[config.mk]
export PLATFORM = sky130hd
export DESIGN_NAME = digmod_share_arb
export DESIGN_NICKNAME = d
export VERILOG_FILES = /design/src/rtl/digmod_share_arb.sv
export SDC_FILE = /design/constraint.sdc
export NUM_CORES = 1
export LEC_CHECK = 0
export ABC_AREA = 1
export CAP_MARGIN = 20
export CORE_ASPECT_RATIO = 0.9
export CORE_MARGIN = 4
export CORE_UTILIZATION = 25
export CTS_CLUSTER_DIAMETER = 30
export CTS_CLUSTER_SIZE = 10
export DETAILED_ROUTE_END_ITERATION = 12
export GPL_TIMING_DRIVEN = 1
export HOLD_SLACK_MARGIN = 0.06
export PLACE_DENSITY = 0.53
export SYNTH_ARGS = -nofsm -noshare
export SYNTH_HDL_FRONTEND = slang
export SYNTH_SLANG_ARGS = --single-unit
[constraint.sdc]
create_clock -name clk -period 3.2 [get_ports clk]
set_input_delay 0.8 -clock clk [delete_from_list [all_inputs] [get_ports clk]]
set_output_delay 0.8 -clock clk [all_outputs]
set_load 0.005 [all_outputs]
[src/rtl/digmod_share_arb.sv]
// rtl/digmod_share_arb.sv - round-robin sharing of one fixed-latency digit reduction pipeline
// Results return in issue order through a credit-protected FIFO tagged with the requester ID.
module digmod_share_arb #(
    parameter int N_REQ      = 4,
    parameter int ID_WIDTH   = 2,
    parameter int IN_WIDTH   = 21,
    parameter int DATA_WIDTH = 18,
    parameter int PIPE_LAT   = 3,
    parameter int FIFO_DEPTH = 4
) (
    input  logic                      clk,
    input  logic                      reset,
    input  logic [N_REQ-1:0]          req_valid,
    input  logic [N_REQ*IN_WIDTH-1:0] req_data,
    output logic [N_REQ-1:0]          req_ready,
    output logic [IN_WIDTH-1:0]       pipe_in_,
    input  logic [DATA_WIDTH-1:0]     pipe_out_,
    output logic                      res_valid,
    input  logic                      res_ready,
    output logic [DATA_WIDTH-1:0]     res_data,
    output logic [ID_WIDTH-1:0]       res_id,
    output logic                      busy
);
    localparam int CW = $clog2(FIFO_DEPTH + PIPE_LAT + 1) + 1;
    localparam int PW = (FIFO_DEPTH > 1) ? $clog2(FIFO_DEPTH) : 1;

    logic [ID_WIDTH-1:0]   rr_ptr;
    logic [PIPE_LAT-1:0]   tag_vld;
    logic [ID_WIDTH-1:0]   tag_id [PIPE_LAT];
    logic [CW-1:0]         inflight;
    logic [CW-1:0]         fifo_count;
    logic [PW-1:0]         wr_ptr;
    logic [PW-1:0]         rd_ptr;
    logic [DATA_WIDTH-1:0] mem_data [FIFO_DEPTH];
    logic [ID_WIDTH-1:0]   mem_id [FIFO_DEPTH];

    logic                can_issue;
    logic                grant_any;
    logic [ID_WIDTH-1:0] grant_idx;
    logic                push;
    logic                pop;

    function automatic logic [PW-1:0] ptr_inc(input logic [PW-1:0] p);
        return (p == PW'(FIFO_DEPTH - 1)) ? '0 : p + 1'b1;
    endfunction

    // Every issued operand reserves a FIFO slot until it is popped, so the FIFO never overflows.
    assign can_issue = (inflight + fifo_count) < CW'(FIFO_DEPTH);
    assign push      = tag_vld[PIPE_LAT-1];
    assign res_valid = (fifo_count != '0);
    assign pop       = res_valid & res_ready;
    assign res_data  = res_valid ? mem_data[rd_ptr] : '0;
    assign res_id    = res_valid ? mem_id[rd_ptr] : '0;
    assign busy      = (inflight != '0) || res_valid;

    always_comb begin
        int                  j;
        logic [ID_WIDTH-1:0] jj;
        grant_any = 1'b0;
        grant_idx = '0;
        j         = 0;
        jj        = '0;
        for (int k = 1; k <= N_REQ; k++) begin
            j = int'(rr_ptr) + k;
            if (j >= N_REQ) begin
                j = j - N_REQ;
            end
            jj = ID_WIDTH'(j);
            if (!grant_any && req_valid[jj] && can_issue && !reset) begin
                grant_any = 1'b1;
                grant_idx = jj;
            end
        end
    end

    always_comb begin
        req_ready = '0;
        pipe_in_  = '0;
        if (grant_any) begin
            req_ready[grant_idx] = 1'b1;
            pipe_in_             = req_data[int'(grant_idx)*IN_WIDTH +: IN_WIDTH];
        end
    end

    always_ff @(posedge clk or posedge reset) begin
        if (reset) begin
            rr_ptr   <= ID_WIDTH'(N_REQ - 1);
            tag_vld  <= '0;
            inflight <= '0;
            for (int s = 0; s < PIPE_LAT; s++) begin
                tag_id[s] <= '0;
            end
        end else begin
            if (grant_any) begin
                rr_ptr <= grant_idx;
            end
            tag_vld[0] <= grant_any;
            tag_id[0]  <= grant_idx;
            for (int s = 1; s < PIPE_LAT; s++) begin
                tag_vld[s] <= tag_vld[s-1];
                tag_id[s]  <= tag_id[s-1];
            end
            case ({grant_any, push})
                2'b10:   inflight <= inflight + 1'b1;
                2'b01:   inflight <= inflight - 1'b1;
                default: inflight <= inflight;
            endcase
        end
    end

    always_ff @(posedge clk or posedge reset) begin
        if (reset) begin
            wr_ptr     <= '0;
            rd_ptr     <= '0;
            fifo_count <= '0;
        end else begin
            if (push) begin
                wr_ptr <= ptr_inc(wr_ptr);
            end
            if (pop) begin
                rd_ptr <= ptr_inc(rd_ptr);
            end
            case ({push, pop})
                2'b10:   fifo_count <= fifo_count + 1'b1;
                2'b01:   fifo_count <= fifo_count - 1'b1;
                default: fifo_count <= fifo_count;
            endcase
        end
    end

    // Storage needs no reset: push is held low while reset is asserted.
    always_ff @(posedge clk) begin
        if (push) begin
            mem_data[wr_ptr] <= pipe_out_;
            mem_id[wr_ptr]   <= tag_id[PIPE_LAT-1];
        end
    end
endmodule
# Word-level counts from Yosys, hierarchy flattened
# Memory sizes are Yosys's and may differ from the RTL's.
# Index checks and enable logic that the tools add are counted.
# Widths: inputs -> output; s select.
[totals]
n_memories = 2
wordCells = 99
ram_bits = 80
output_inout_bits = 47
regBits = 23
in_bits = 109
[mem_list]
columns = ["name", "words", "word_bits", "rd", "rd_ports_with_merged_regs", "wr", "line", "rtl"]
rows = [
  ["mem_data", 4, 18, 1, 0, 1, "34", "logic [DATA_WIDTH-1:0] mem_data [FIFO_DEPTH];"],
  ["mem_id", 4, 2, 1, 0, 1, "35", "logic [ID_WIDTH-1:0] mem_id [FIFO_DEPTH];"],
]
[op_classes]
multipliers = 1
bitwise_logic = 1
n_shift = 1
eq_ne = 6
reduce_logical = 21
n_lt_le_gt_ge = 11
addsub = 15
n_mux = 32
[op_table]
columns = ["operator", "count"]
rows = [
  ["$shiftx 84x8->21", 1],
  ["$mux 2", 11],
  ["$mux 21", 1],
  ["$mux 18", 1],
  ["$pmux 4 s2", 2],
  ["$lt 2x3->1 const B", 5],
  ["$logic_and 1x1->1", 12],
  ["$mux 1", 11],
  ["$ge 3x3->1 const B", 3],
  ["$add 4x1->4 const B", 2],
  ["$bmux 1 s2", 4],
  ["$eq 2x2->1 const B", 4],
  ["$reduce_bool 4->1", 2],
  ["$sub 2x1->2 const B", 4],
  ["$sub 4x1->4 const B", 2],
  ["$mul 2x5->7 const B", 1],
  ["$add 2x2->3 const B", 2],
  ["$add 2x1->2 const B", 2],
  ["$add 2x3->4 const B", 1],
  ["$add 4x4->4", 1],
  ["$eq 2x1->1 const B", 2],
  ["$ge 4x3->1 const B", 1],
  ["$logic_not 1->1", 4],
  ["$lt 4x3->1 const B", 1],
  ["other kinds (7)", 8],
]

# Logic depth before layout (Yosys ltp)
[depth]
ltp_word = 28
depth_mapped = 21
ltp_nobuf = 21

# Worst setup path after synthesis
# No wires, ideal clock.
[synth_path]
kind = "input to output"
from = "input port reset"
to = "output port pipe_in_[14]"
arrival_time_ns = 2.592
setup_slack_ns = -0.192
path_stages = 12
required_ns = 2.400
cell_sequence = "inv_1 > nand2_1 > nor2_2 > nand2_1 > nor2_1 > nand2_1 > nand3_1 > nand2_1 > nand2_4 > buf_6 > nand3_1 > a21oi_1"
[synth_between]
elab_chain_cells = 21
elab_cells_between_ends = 25
[synth_lines]
columns = ["element", "line", "rtl"]
rows = [
  ["start: declaration", "12", "input logic reset,"],
  ["$logic_not 1->1 (no line) (*)", "-", ""],
  ["$logic_and 1x1->1", "69", "if (!grant_any && req_valid[jj] && can_issue && !reset) begin"],
  ["$mux 1", "69", ""],
  ["$logic_not 1->1", "69", ""],
  ["$logic_and 1x1->1 (3 in series)", "69", ""],
  ["$mux 1", "69", ""],
  ["$logic_not 1->1", "69", ""],
  ["$logic_and 1x1->1 (3 in series)", "69", ""],
  ["$mux 1", "69", ""],
  ["$logic_not 1->1", "69", ""],
  ["$logic_and 1x1->1 (3 in series)", "69", ""],
  ["$mux 2 (*)", "69", ""],
  ["net grant_idx[1]", "39", "logic [ID_WIDTH-1:0] grant_idx;"],
  ["$mul 2x5->7 (*)", "81", "pipe_in_ = req_data[int'(grant_idx)*IN_WIDTH +: IN_WIDTH];"],
  ["$shiftx 84x8->21 (*)", "81", ""],
  ["$mux 21 (*)", "79", "if (grant_any) begin"],
  ["end: declaration", "16", "output logic [IN_WIDTH-1:0] pipe_in_,"],
]
# Mark *: on every way through the listed nets, which the timed path passes. The rest lies on a longest branch.

# Worst setup path after layout
[layout_path]
from = "input port req_valid[2]"
to = "output port pipe_in_[13]"
[layout_between]
elab_chain_cells = 23
elab_cells_between_ends = 33
[layout_lines]
columns = ["element", "line", "rtl"]
rows = [
  ["start: declaration", "13", "input logic [N_REQ-1:0] req_valid,"],
  ["$bmux 1 s2", "69", ""],
  ["$mux 1 (not written as such)", "69", ""],
  ["$logic_and 1x1->1 (2 in series)", "69", ""],
  ["$mux 1", "69", ""],
  ["$logic_not 1->1", "69", ""],
  ["$logic_and 1x1->1 (3 in series)", "69", ""],
  ["$mux 1", "69", ""],
  ["$logic_not 1->1", "69", ""],
  ["$logic_and 1x1->1 (3 in series)", "69", ""],
  ["$mux 1", "69", ""],
  ["$logic_not 1->1", "69", ""],
  ["$logic_and 1x1->1 (3 in series)", "69", ""],
  ["$mux 2", "69", ""],
  ["$mul 2x5->7", "81", ""],
  ["$shiftx 84x8->21", "81", ""],
  ["$mux 21 (*)", "79", ""],
]
# Mark *: on every way between the ends. The rest lies on a longest branch, timed or not. The select of a mux whose other input is x is not followed.

==> impl_metrics.py <==
metrics = {
    "timing": {
        "clock-skew-final_ns": 0.00804,
        "finalSetupViolations": 25,
        "headroom_to_the_max_slew_limit_pct": 32.9,
        "fmax_ghz": 0.276,
        "setup_ws_ns": -0.420,
        "rsz0062_at_grt": "yes",
        "final_min_period_over_clock_period_pct": 113,
        "finalMaxSlewViolations": 0,
        "final_hold_viol_count": 0,
        "layout_min_cycle_time_ns": 3.62,
        "transition_time_of_the_tightest_slew_check_pin_ns": 1.01,
    },
    "placed_design": {
        "routabilityCongestion": 0.785,
        "port-buffer-count": 155,
        "post-place-cells": 1093,
        "post_dp_cell_area_um2": 7730,
        "detailed_place_hpwl_um": 11500,
    },
    "critical_path": {
        "timing.critical_path.mode_cell": "sky130_fd_sc_hd__nand2_2",
        "setup.worst_path.class": "input port to output port",
        "worstSetupStartpoint": "req_valid[2]",
        "cp_slowest_cell": "sky130_fd_sc_hd__o21ai_4",
        "r2r_setup_slack_ns": 0.25,
        "path_cells": "dlygate4sd2_1, inv_2, nand2_1, nand2_2, nand2_2, nand2_2, nor2_4, o21ai_4, buf_6, nand4_4, nand2_8, clkinv_8, buf_12, nor2_8, buf_6, nand2_2, nand3_2, buf_6",
        "reg2reg_depth": 21,
        "setup.worst_path.end": "pipe_in_[13]",
        "endpoint_kind": "output port",
        "worstPathRequired_ns": 2.40,
        "cp_slowest_stage_delay_ns": 0.27,
        "cp_data_arrival_time_ns": 2.82,
        "r2r_end": "inflight[3]",
        "r2r-start": "inflight[2]",
        "worst_setup_path_start_kind": "input port",
        "critical_path_peak_fanout": 6,
    },
    "grt": {
        "grt_first_pass_wirelength_um": 26600,
        "grt_start_max_net_pins": 25,
        "overflow": 0,
        "grt_util_all_layers_pct": 13.8,
        "number_of_antenna_violations_at_the_first_check_in_global_routing": 0,
        "number_of_global_route_vias_before_repair": 5071,
    },
    "power": {
        "ir_drop_v": 0.000690,
        "combinationalPowerShare_pct": 71.7,
        "total_leakage_power_nw": 3.65,
        "clock_power_share_pct": 9.6,
        "netSwitchingFraction_pct": 41.3,
        "share_seq_of_total_power_pct": 18.8,
        "p_switching_mw": 4.27,
        "power_density_nw_per_um2": 1180,
        "internal_power_mw": 6.07,
    },
    "logic_synthesis": {
        "post_synth.cell_area_avg_um2": 8.84,
        "yosysSeqAreaShare_pct": 54.2,
        "yosysWarningCount": 0,
        "synth.ff_latch_count": 103,
        "synth_fp_nets": 745,
        "synth_cell_types": 35,
        "synth_area_um2": 5500,
        "netlist_instances": 622,
    },
    "floorplan": {
        "die-height_um": 149,
        "die-width_um": 164,
        "design.portCount": 156,
        "floorplan.initialDensity_pct": 25.4,
        "dieArea_um2": 24400,
        "rows": 51,
        "area_of_the_core_um2": 21600,
    },
    "route": {
        "antenna_left": 0,
        "drt-vias-per-instance": 4.41,
        "drt_iter0_markers": 223,
        "firstDrtPassIters": 4,
        "via_count": 5045,
        "drt_wl_total_um": 17200,
        "routedWlPerCell_um": 15.1,
        "drc_errors": 0,
    },
    "layout": {
        "area_delta_synth_final_pct": 59.7,
        "share_of_post_route_cells_with_drive_strength_above_1_pct": 27.1,
        "finish.instance_area_um2": 8780,
        "finalNetCount": 972,
        "insertedDiodeCount": 0,
        "count_of_placed_standard_cells_in_the_final_layout_fillers_left_out": 1144,
    },
    "run_status": {
        "violations_in_the_final_reports": "setup timing",
        "outcome": "finished with violations",
    },
    "flow_run": {
        "drv_cap": 0,
    },
    "min_path": {
        "hp-class": "flip-flop to flip-flop",
        "hold_path_depth": 0,
    },
    "clocking": {
        "cts_buffers": 9,
        "cts-hold-fix-buffers": 0,
        "clk_transition_reported_paths_ns": 0.06,
        "tritoncts": "built",
        "numClockSinks": 103,
        "worstSkewPairLatency_ns": 0.34,
        "htree_num_levels": 3,
        "ctsLongestPathBuffers": 2,
        "cts.root.buffer_cell": "sky130_fd_sc_hd__clkbuf_16",
    },
}
-- final cells by class --
class	instances	area, um^2
clock buffers	10	229
clock inverters	5	35.0
fillers	2160	12800
inverters	53	220
multi-input cells	437	2540
flip-flops and latches	103	2980
well taps	291	364
repair buffers	245	2410
-- how the worst min path moves through the flow --
stage | startpoint | endpoint | slack (ns)
floorplan | tag_id[2] | tag_id[0] | 0.33
global placement | tag_vld[1] | tag_vld[2] | 0.33
detailed placement | tag_vld[0] | tag_vld[1] | 0.34
CTS | tag_vld[0] | tag_vld[1] | 0.35
global route | tag_id[5] | tag_id[3] | 0.36
finish | tag_vld[0] | tag_vld[1] | 0.35
-- cell usage after synthesis (all sizes together) --
cell type,instances,area [um^2]
dfstp,2,52.6
a211oi,1,7.51
dfrtp,21,526
nor4,2,12.5
nor2,113,467
nor3,1,5.00
fa,1,20.0
clkbuf,13,48.8
nand3,43,225
xor2,3,26.3
inv,53,201
buf,16,106
nand4,4,40.0
ha,13,163
nand3b,9,67.6
nor3b,1,7.51
nand2,138,553
or2,1,6.26
o211ai,1,7.51
a21oi,28,140
xnor2,4,35.0
edfxtp,80,2400
o21ai,74,382
-- critical path, delay by kind of cell --
kind | cells | cell delay (ns)
buf+inv | 7 | 0.89
simple gates | 10 | 0.85
compound gates | 1 | 0.27
-- logic make-up after synthesis --
logic type	count (synthesis)	synth area share (%)
AOI/OAI and AO/OA	104	9.76
DFF	103	54.2
xor gates and xnor gates	7	1.11
and+or+nand+nor	312	25.2
buffers and inverters	82	6.48
adders and majority gates	14	3.32
-- through the flow --
stage	setup TNS [ns]	setup WS, ns	hold WS [ns]	total power [mW]	util [%]
3_3_place_gp	-20.98	-0.861	0.333	7.68	35.7
3_5_place_dp	-21.91	-0.915	0.336	7.69	35.7
4_1_cts	-8.41	-0.392	0.351	9.77	39.0
5_1_grt	-11.99	-0.562	0.357	11.2	40.6
2_1_floorplan	-0.246	-0.0282	0.331	4.88	-
6_report	-8.32	-0.420	0.350	10.3	40.6
-- power groups by stage --
stage               registers, mW  clock network, mW  logic, mW
CTS                          1.94               1.02       6.82
global route                 1.98               1.07       8.17
global placement             1.95                  0       5.73
floorplan                    1.90                  0       2.98
finish                       1.94              0.990       7.42
detailed placement           1.95                  0       5.74
-- metal layers --
layer / global-route usage, % / vias to the layer above / share of wire [%]
li1: - / 2525 / -
met1: 16.8 / 2329 / 41
met2: 24.1 / 174 / 49
met3: 3.95 / 17 / 8.1
met4: 3.41 / 0 / 1.5
met5: 0 / - / 0
-- placed cells by master, fill, tap and decap left out, types with 3 or more instances in the layout --
master                            synthesis  final
sky130_fd_sc_hd__buf_2                    7     19
sky130_fd_sc_hd__nand3_2                  2     20
sky130_fd_sc_hd__a21oi_2                  0      3
sky130_fd_sc_hd__nor2_4                   0      4
sky130_fd_sc_hd__inv_2                    2      4
sky130_fd_sc_hd__o21ai_0                 60     54
sky130_fd_sc_hd__nand2_1                130     95
sky130_fd_sc_hd__buf_16                   0      4
sky130_fd_sc_hd__a21oi_1                 28     24
sky130_fd_sc_hd__nand4_1                  3      3
sky130_fd_sc_hd__dfrtp_1                 21     20
sky130_fd_sc_hd__buf_4                    0     54
sky130_fd_sc_hd__nand2_4                  3      8
sky130_fd_sc_hd__xnor2_1                  4      4
sky130_fd_sc_hd__clkdlybuf4s50_1          0    125
sky130_fd_sc_hd__inv_1                   50     45
sky130_fd_sc_hd__nand3_4                  0      3
sky130_fd_sc_hd__nand2_2                  5     33
sky130_fd_sc_hd__ha_1                    13     10
sky130_fd_sc_hd__nand3b_1                 9      9
sky130_fd_sc_hd__nand3_1                 41     20
sky130_fd_sc_hd__dlygate4sd2_1            0      3
sky130_fd_sc_hd__nor2_2                   4      3
sky130_fd_sc_hd__o21ai_1                 13     14
sky130_fd_sc_hd__edfxtp_1                80     80
sky130_fd_sc_hd__clkdlybuf4s15_1          0      3
sky130_fd_sc_hd__xor2_1                   3      3
sky130_fd_sc_hd__buf_12                   0      7
sky130_fd_sc_hd__buf_6                    5     28
sky130_fd_sc_hd__nor2_1                 107    104
sky130_fd_sc_hd__clkbuf_16                0     10
sky130_fd_sc_hd__o21ai_2                  0      5
-- repair_timing --
item / in CTS / in global routing
setup endpoints to repair: 27 / 28
pin swaps: 26 / 43
resized for setup: 162 / 83
setup buffers: 24 / 8
cloned: 5 / 1
endpoints found under the hold margin: 0 / 0
-- state kept, by name, summed over array words and instances (netlist names) --
signal / flops
mem_data: 72
mem_id: 8
tag_id: 6
fifo_count: 4
inflight: 4
tag_vld: 3
rd_ptr: 2
rr_ptr: 2
wr_ptr: 2
No activity file was read; power rests on OpenSTA's default activity.
